--- src/rtl/match_controller.sv ---
// Match supervisor: game state, seconds countdown, team scores, bludger penalty
// timers and the end-of-match winner flags.
module match_controller #(
  parameter int TICKS_PER_SEC   = 50000000,
  parameter int MATCH_SECONDS   = 180,
  parameter int TIME_W          = 8,
  parameter int NUM_TEAMS       = 2,
  parameter int SCORE_W         = 7,
  parameter int NUM_PLAYERS     = 4,
  parameter int PENALTY_SECONDS = 5,
  parameter int NUM_BUTTONS     = 8
) (
  input  logic                           clk,
  input  logic                           rst,
  input  logic [NUM_BUTTONS-1:0]         buttons_n,
  input  logic                           pause_req,
  input  logic                           restart_req,
  input  logic [NUM_TEAMS-1:0]           score_pulse,
  input  logic [NUM_PLAYERS-1:0]         hit_pulse,
  output logic [1:0]                     state,
  output logic [TIME_W-1:0]              time_left,
  output logic                           sec_tick,
  output logic [NUM_TEAMS*SCORE_W-1:0]   scores,
  output logic [NUM_PLAYERS-1:0]         frozen,
  output logic [NUM_PLAYERS*4-1:0]       penalty_left,
  output logic [NUM_TEAMS-1:0]           winner
);

  typedef enum logic [1:0] {
    IDLE    = 2'd0,
    RUNNING = 2'd1,
    PAUSED  = 2'd2,
    OVER    = 2'd3
  } state_t;

  localparam int PRE_W = (TICKS_PER_SEC > 1) ? $clog2(TICKS_PER_SEC) : 1;
  localparam logic [PRE_W-1:0]   PRE_MAX   = PRE_W'(TICKS_PER_SEC - 1);
  localparam logic [TIME_W-1:0]  TIME_INIT = TIME_W'(MATCH_SECONDS);
  localparam logic [3:0]         PEN_INIT  = 4'(PENALTY_SECONDS);
  localparam logic [SCORE_W-1:0] SCORE_MAX = '1;

  state_t               cur_state, nxt_state;
  logic [PRE_W-1:0]     prescaler;
  logic                 tick, last_tick;
  logic [SCORE_W-1:0]   max_score;
  logic [NUM_TEAMS-1:0] win_next;

  assign tick      = (cur_state == RUNNING) && (prescaler == PRE_MAX);
  assign last_tick = tick && (time_left == TIME_W'(1));
  assign state     = cur_state;

  always_ff @(posedge clk) begin
    if (rst) cur_state <= IDLE;
    else     cur_state <= nxt_state;
  end

  // The final tick beats a simultaneous pause request.
  always_comb begin
    nxt_state = cur_state;
    case (cur_state)
      IDLE:    if (~&buttons_n) nxt_state = RUNNING;
      RUNNING: begin
        if (last_tick)      nxt_state = OVER;
        else if (pause_req) nxt_state = PAUSED;
      end
      PAUSED:  if (pause_req) nxt_state = RUNNING;
      OVER:    if (restart_req) nxt_state = IDLE;
      default: nxt_state = IDLE;
    endcase
  end

  always_comb begin
    max_score = '0;
    win_next  = '0;
    for (int t = 0; t < NUM_TEAMS; t++)
      if (scores[t*SCORE_W +: SCORE_W] > max_score) max_score = scores[t*SCORE_W +: SCORE_W];
    for (int t = 0; t < NUM_TEAMS; t++)
      win_next[t] = (scores[t*SCORE_W +: SCORE_W] == max_score);
  end

  always_comb begin
    frozen = '0;
    for (int p = 0; p < NUM_PLAYERS; p++) frozen[p] = |penalty_left[p*4 +: 4];
  end

  // The pause edge holds the prescaler so a resumed second keeps its remaining
  // counts; a tick already due on that edge still fires.
  always_ff @(posedge clk) begin
    if (rst) begin
      prescaler    <= '0;
      time_left    <= TIME_INIT;
      sec_tick     <= 1'b0;
      scores       <= '0;
      penalty_left <= '0;
      winner       <= '0;
    end else begin
      sec_tick <= tick;
      case (cur_state)
        RUNNING: begin
          if (tick) begin
            prescaler <= '0;
            time_left <= time_left - 1'b1;
          end else if (!pause_req) begin
            prescaler <= prescaler + 1'b1;
          end
          for (int t = 0; t < NUM_TEAMS; t++)
            if (score_pulse[t] && scores[t*SCORE_W +: SCORE_W] != SCORE_MAX)
              scores[t*SCORE_W +: SCORE_W] <= scores[t*SCORE_W +: SCORE_W] + 1'b1;
          for (int p = 0; p < NUM_PLAYERS; p++) begin
            if (hit_pulse[p] && (penalty_left[p*4 +: 4] == 4'd0 ||
                                 (tick && penalty_left[p*4 +: 4] == 4'd1)))
              penalty_left[p*4 +: 4] <= PEN_INIT;
            else if (tick && penalty_left[p*4 +: 4] != 4'd0)
              penalty_left[p*4 +: 4] <= penalty_left[p*4 +: 4] - 1'b1;
          end
        end
        OVER: begin
          penalty_left <= '0;
          if (restart_req) begin
            prescaler <= '0;
            time_left <= TIME_INIT;
            scores    <= '0;
            winner    <= '0;
          end else begin
            winner <= win_next;
          end
        end
        default: ;
      endcase
    end
  end

endmodule
--- config.mk ---
export PLATFORM = sky130hd
export DESIGN_NAME = match_controller
export DESIGN_NICKNAME = d
export VERILOG_FILES = /design/src/rtl/match_controller.sv
export SDC_FILE = /design/constraint.sdc
export NUM_CORES = 1
export LEC_CHECK = 0
export CORE_UTILIZATION = 59
export DETAILED_ROUTE_END_ITERATION = 8
export GPL_ROUTABILITY_DRIVEN = 0
export PLACE_DENSITY_LB_ADDON = 0.25
export SYNTH_ARGS = -nofsm -noshare
export SYNTH_HDL_FRONTEND = slang
export SYNTH_SLANG_ARGS = --single-unit
--- constraint.sdc ---
create_clock -name clk -period 3.9 [get_ports clk]
set_input_delay 0.78 -clock clk [delete_from_list [all_inputs] [get_ports clk]]
set_output_delay 0.78 -clock clk [all_outputs]
set_load 0.03 [all_outputs]
==> out/results.tsv <==
stage	metric	value	unit
run_status	status	finished, final reports clean	
die	# IOs	65	
clock_tree	clk root buf	clkbuf_8	
synthesis	mux cell area share after synthesis	0.009370	
sta	Slew Viols, Final	0	
cells_and_area	antenna fix cells	0	
critical_path	slowest CP cell	clkdlybuf4s50_1	
power	switching share of power	0.3604	
synthesis	main combinational cell family by area after synthesis	simple AND/OR/NAND/NOR gates	
critical_path	Worst Path Required	3120	ps
sta	final worst setup slack	1111	ps
sta	final hold vios	0	
cells_and_area	Final #Nets	610	
power	Logic pwr share	0.328	
detailed_routing	DR vias/cell	6.212	
cells_and_area	Final Instance Area	5100	um^2
synthesis	Area contributors post-synth	dfxtp_1, ha_1, xor2_1	
grt	global route overflow	0	
placement	dpl cells	652	
clock_tree	Hold-fix buffers, CTS	0	
critical_path	critical path class	flip-flop to output pin	
sta	worst hold slack	484.6	ps
die	num rows	30	
synthesis	top_reg_cell synth	dfxtp_1	
sta	Setup TNS Final	0	ps
power	Pleak	1.877	nW
clock_tree	Clock Latency Late Sink	340	ps
hold_path	hold path depth	2	
die	Die Y	87.10	um
sta	minimum clock period	2789	ps
synthesis	Synth Area in Adders	0.07321	
power	Flop pwr share	0.420	
critical_path	Largest stage delay, worst path	660	ps
die	Die ar.	7586	um^2
clock_tree	CTS Buffer Depth	2	
grt	vias in the first global route	3818	
placement	DPL Wire Length	7.743	mm
detailed_routing	routed len/inst	16.31	um
die	Horiz. Die Dim	87.10	um
detailed_routing	number of remaining DRC errors	0	
grt	largest net degree at the start of global routing	29	
synthesis	Synth Area in Compound Gates	0.1915	
hold_path	Hold Path Origin	winner[1]$_SDFFE_PP0P_	
cells_and_area	filler cell count in the final layout	554	
power	Int Power	1.223	mW
synthesis	synth warn	0	
placement	Placed Area	4954	um^2
detailed_routing	DR pass1 iterations	5	
sta	RSZ-0062 raised after global routing	false	
synthesis	synthesized instance count	513	
critical_path	CP top delay family	buffers and inverters	
grt	Total GRT Usage	0.2958	
synthesis	Post-Syn Area per Cell	8.329	um^2
sta	fin crit share	0.7150	
clock_tree	clk slew on worst S/H paths	70	ps
critical_path	most frequent CP cell	inv_1	
synthesis	Synth cell types	66	
synthesis	post-synthesis net count	556	
critical_path	crit-path max FO	5	
power	Pwr Density	375.0	nW/um^2
grt	initial antenna violation count	0	
sta	fmax	358.6	MHz
synthesis	Post-synth EDFFs	0	
synthesis	Post-synth top cells	dfxtp_1, nor2_1, nand2_1	
critical_path	CP Data Arrival Time	2010	ps
die	Core Box Area	6907	um^2
detailed_routing	Vias	4137	
critical_path	Critical R2R Capture	winner[0]$_SDFFE_PP0P_	
synthesis	register area share after synthesis	0.3233	
synthesis	area leader, netlist	dfxtp_1	
flow_run	max-cap viol count	0	
critical_path	type of element capturing the critical path	output pin	
synthesis	Yosys reg bits	69	
cells_and_area	area added between synthesis and finish	19.36	%
detailed_routing	Detailed Route Iter0 Violations	376	
clock_tree	# resized after CTS	0	
placement	port bufs	64	
power	Clock power frac	0.252	
critical_path	reg2reg start	scores[0]$_SDFFE_PP0P_	
clock_tree	CTS buffer count	9	
placement	Place WS	1033	ps
detailed_routing	DRT Wirelength	10.87	mm
critical_path	worst path bufs/invs	3	
detailed_routing	Antenna Nets Post-Route	0	
clock_tree	htree depth	3	
grt	first-pass GRT wire length	17.73	mm
clock_tree	Post-CTS Repair Setup Buffers	0	
critical_path	CP startpoint kind	flip-flop	
sta	worst slew pin tran	722.2	ps
cells_and_area	Layout Cells excl Fill	666	
synthesis	post-synthesis xor/xnor area fraction	0.08404	
cells_and_area	share of cells above drive strength 1	0.05263	
synthesis	top cell type's share of synthesized area	0.3233	
critical_path	CP cell instances	inv_1 -> ha_1 -> and2_1 -> inv_1 -> clkdlybuf4s50_1	
critical_path	Worst R2R Setup Slack	1210	ps
hold_path	worst hold path endpoint	winner[1]$_SDFFE_PP0P_	
die	Initial Util	0.6187	
synthesis	most common cell in the netlist	dfxtp_1	
synthesis	Mapped Area	4273	um^2
sta	Setup violations, final	0	
synthesis	Simple-Gate Fraction of Synth Area	0.2697	
synthesis	Async SR Flop Fraction	0	
clock_tree	CTS tree	built	
sta	Layout Skew	9.483	ps
power	Psw	0.6894	mW
sta	worst rel slew slack	0.5173	
clock_tree	CTS sink count	69	
critical_path	reg2reg path depth	11	
hold_path	Hold Crit Class	flip-flop to flip-flop	
power	worst vdd ir	219.0	uV
[metrics by stage]
step | util | total power, mW
finish | 0.7384 | 1.913
CTS | 0.7384 | 1.912
global placement | 0.7172 | 1.412
global route | 0.7384 | 2.012
detailed placement | 0.7172 | 1.436
floorplan | - | 1.218
[cell type report]
type,instances,area (um^2),area share
Sequential cell,69,1381,0.2709
Tap cell,96,120.1,0.02355
Multi-Input combinational cell,395,2688,0.5270
Timing Repair Buffer,69,678.2,0.1330
Clock buffer,11,131.4,0.02576
Inverter,23,86.33,0.01693
Clock inverter,3,15.01,0.002944
[power groups by stage]
| stage | clock network, mW | logic (mW) | registers, mW |
|---|---|---|---|
| after floorplan | 0 | 0.342 | 0.876 |
| after global placement | 0 | 0.599 | 0.813 |
| after detailed placement | 0 | 0.620 | 0.816 |
| after CTS | 0.489 | 0.623 | 0.800 |
| after global routing | 0.523 | 0.681 | 0.808 |
| final | 0.482 | 0.628 | 0.803 |
[sequential cells by signal, indices dropped and copies added, names as in the netlist]
signal and count:
prescaler 26, penalty_left 16, scores 14, time_left 8, state 2, winner 2, sec_tick 1
[worst register-to-register path: cells and delay by family (launching register included)]
| kind | cells | cell delay (ps) |
|---|---|---|
| buffers and inverters | 1 | 130 |
| multiplexers | 1 | 160 |
| adder cells (fa/ha/maj) | 2 | 520 |
| AND/OR/NAND/NOR | 3 | 350 |
| AO/OA/AOI/OAI | 4 | 990 |
| flip-flops | 1 | 480 |
[cell usage in the layout (no fill, tap or decap), types with 4 or more instances in the layout]
cell,instances
or3_1,7
nand4_1,10
nand4b_1,4
nand3_1,19
nand2_1,32
inv_1,23
o2111ai_1,8
nor2_1,59
or2_2,4
a21oi_1,27
o31ai_1,7
and3_1,14
o21ai_0,12
nor3_1,12
clkdlybuf4s50_1,64
nor4_1,6
nand3b_1,7
nor3b_1,7
dfxtp_1,69
mux2i_1,4
buf_4,5
ha_1,25
xnor2_1,15
clkbuf_8,9
xor2_1,26
a31oi_1,9
o211ai_1,10
and2_1,11
[per-layer routing]
| layer | up-vias | GRT usage | wire length, um | share of wire |
|---|---|---|---|---|
| met5 | - | 0 | 0 | 0 |
| met4 | 0 | 0.1207 | 240 | 0.022 |
| met3 | 31 | 0.05972 | 790 | 0.073 |
| met2 | 187 | 0.4860 | 5140 | 0.47 |
| met1 | 1937 | 0.3799 | 4692 | 0.43 |
| li1 | 1982 | - | - | - |
[cell families after synthesis]
group,Yosys count
buffers and inverters,49
and+or+nand+nor,213
DFF,69
muxes,4
xor gates and xnor gates,41
adders and majority gates,25
AOI/OAI and AO/OA,112
[worst max-delay path by stage]
stage / cells after the start / from / to / slack, ps
floorplan: 11 / scores[0]$_SDFFE_PP0P_ / winner[0]$_SDFFE_PP0P_ / 1390
global placement: 7 / restart_req / prescaler[21]$_SDFFE_PP0P_ / 1070
detailed placement: 7 / restart_req / prescaler[23]$_SDFFE_PP0P_ / 1030
CTS: 5 / penalty_left[4]$_SDFFE_PP0P_ / frozen[1] / 1120
global route: 5 / penalty_left[4]$_SDFFE_PP0P_ / frozen[1] / 1020
finish: 5 / penalty_left[4]$_SDFFE_PP0P_ / frozen[1] / 1110
Note: power is estimated with default switching activity, not from simulation.
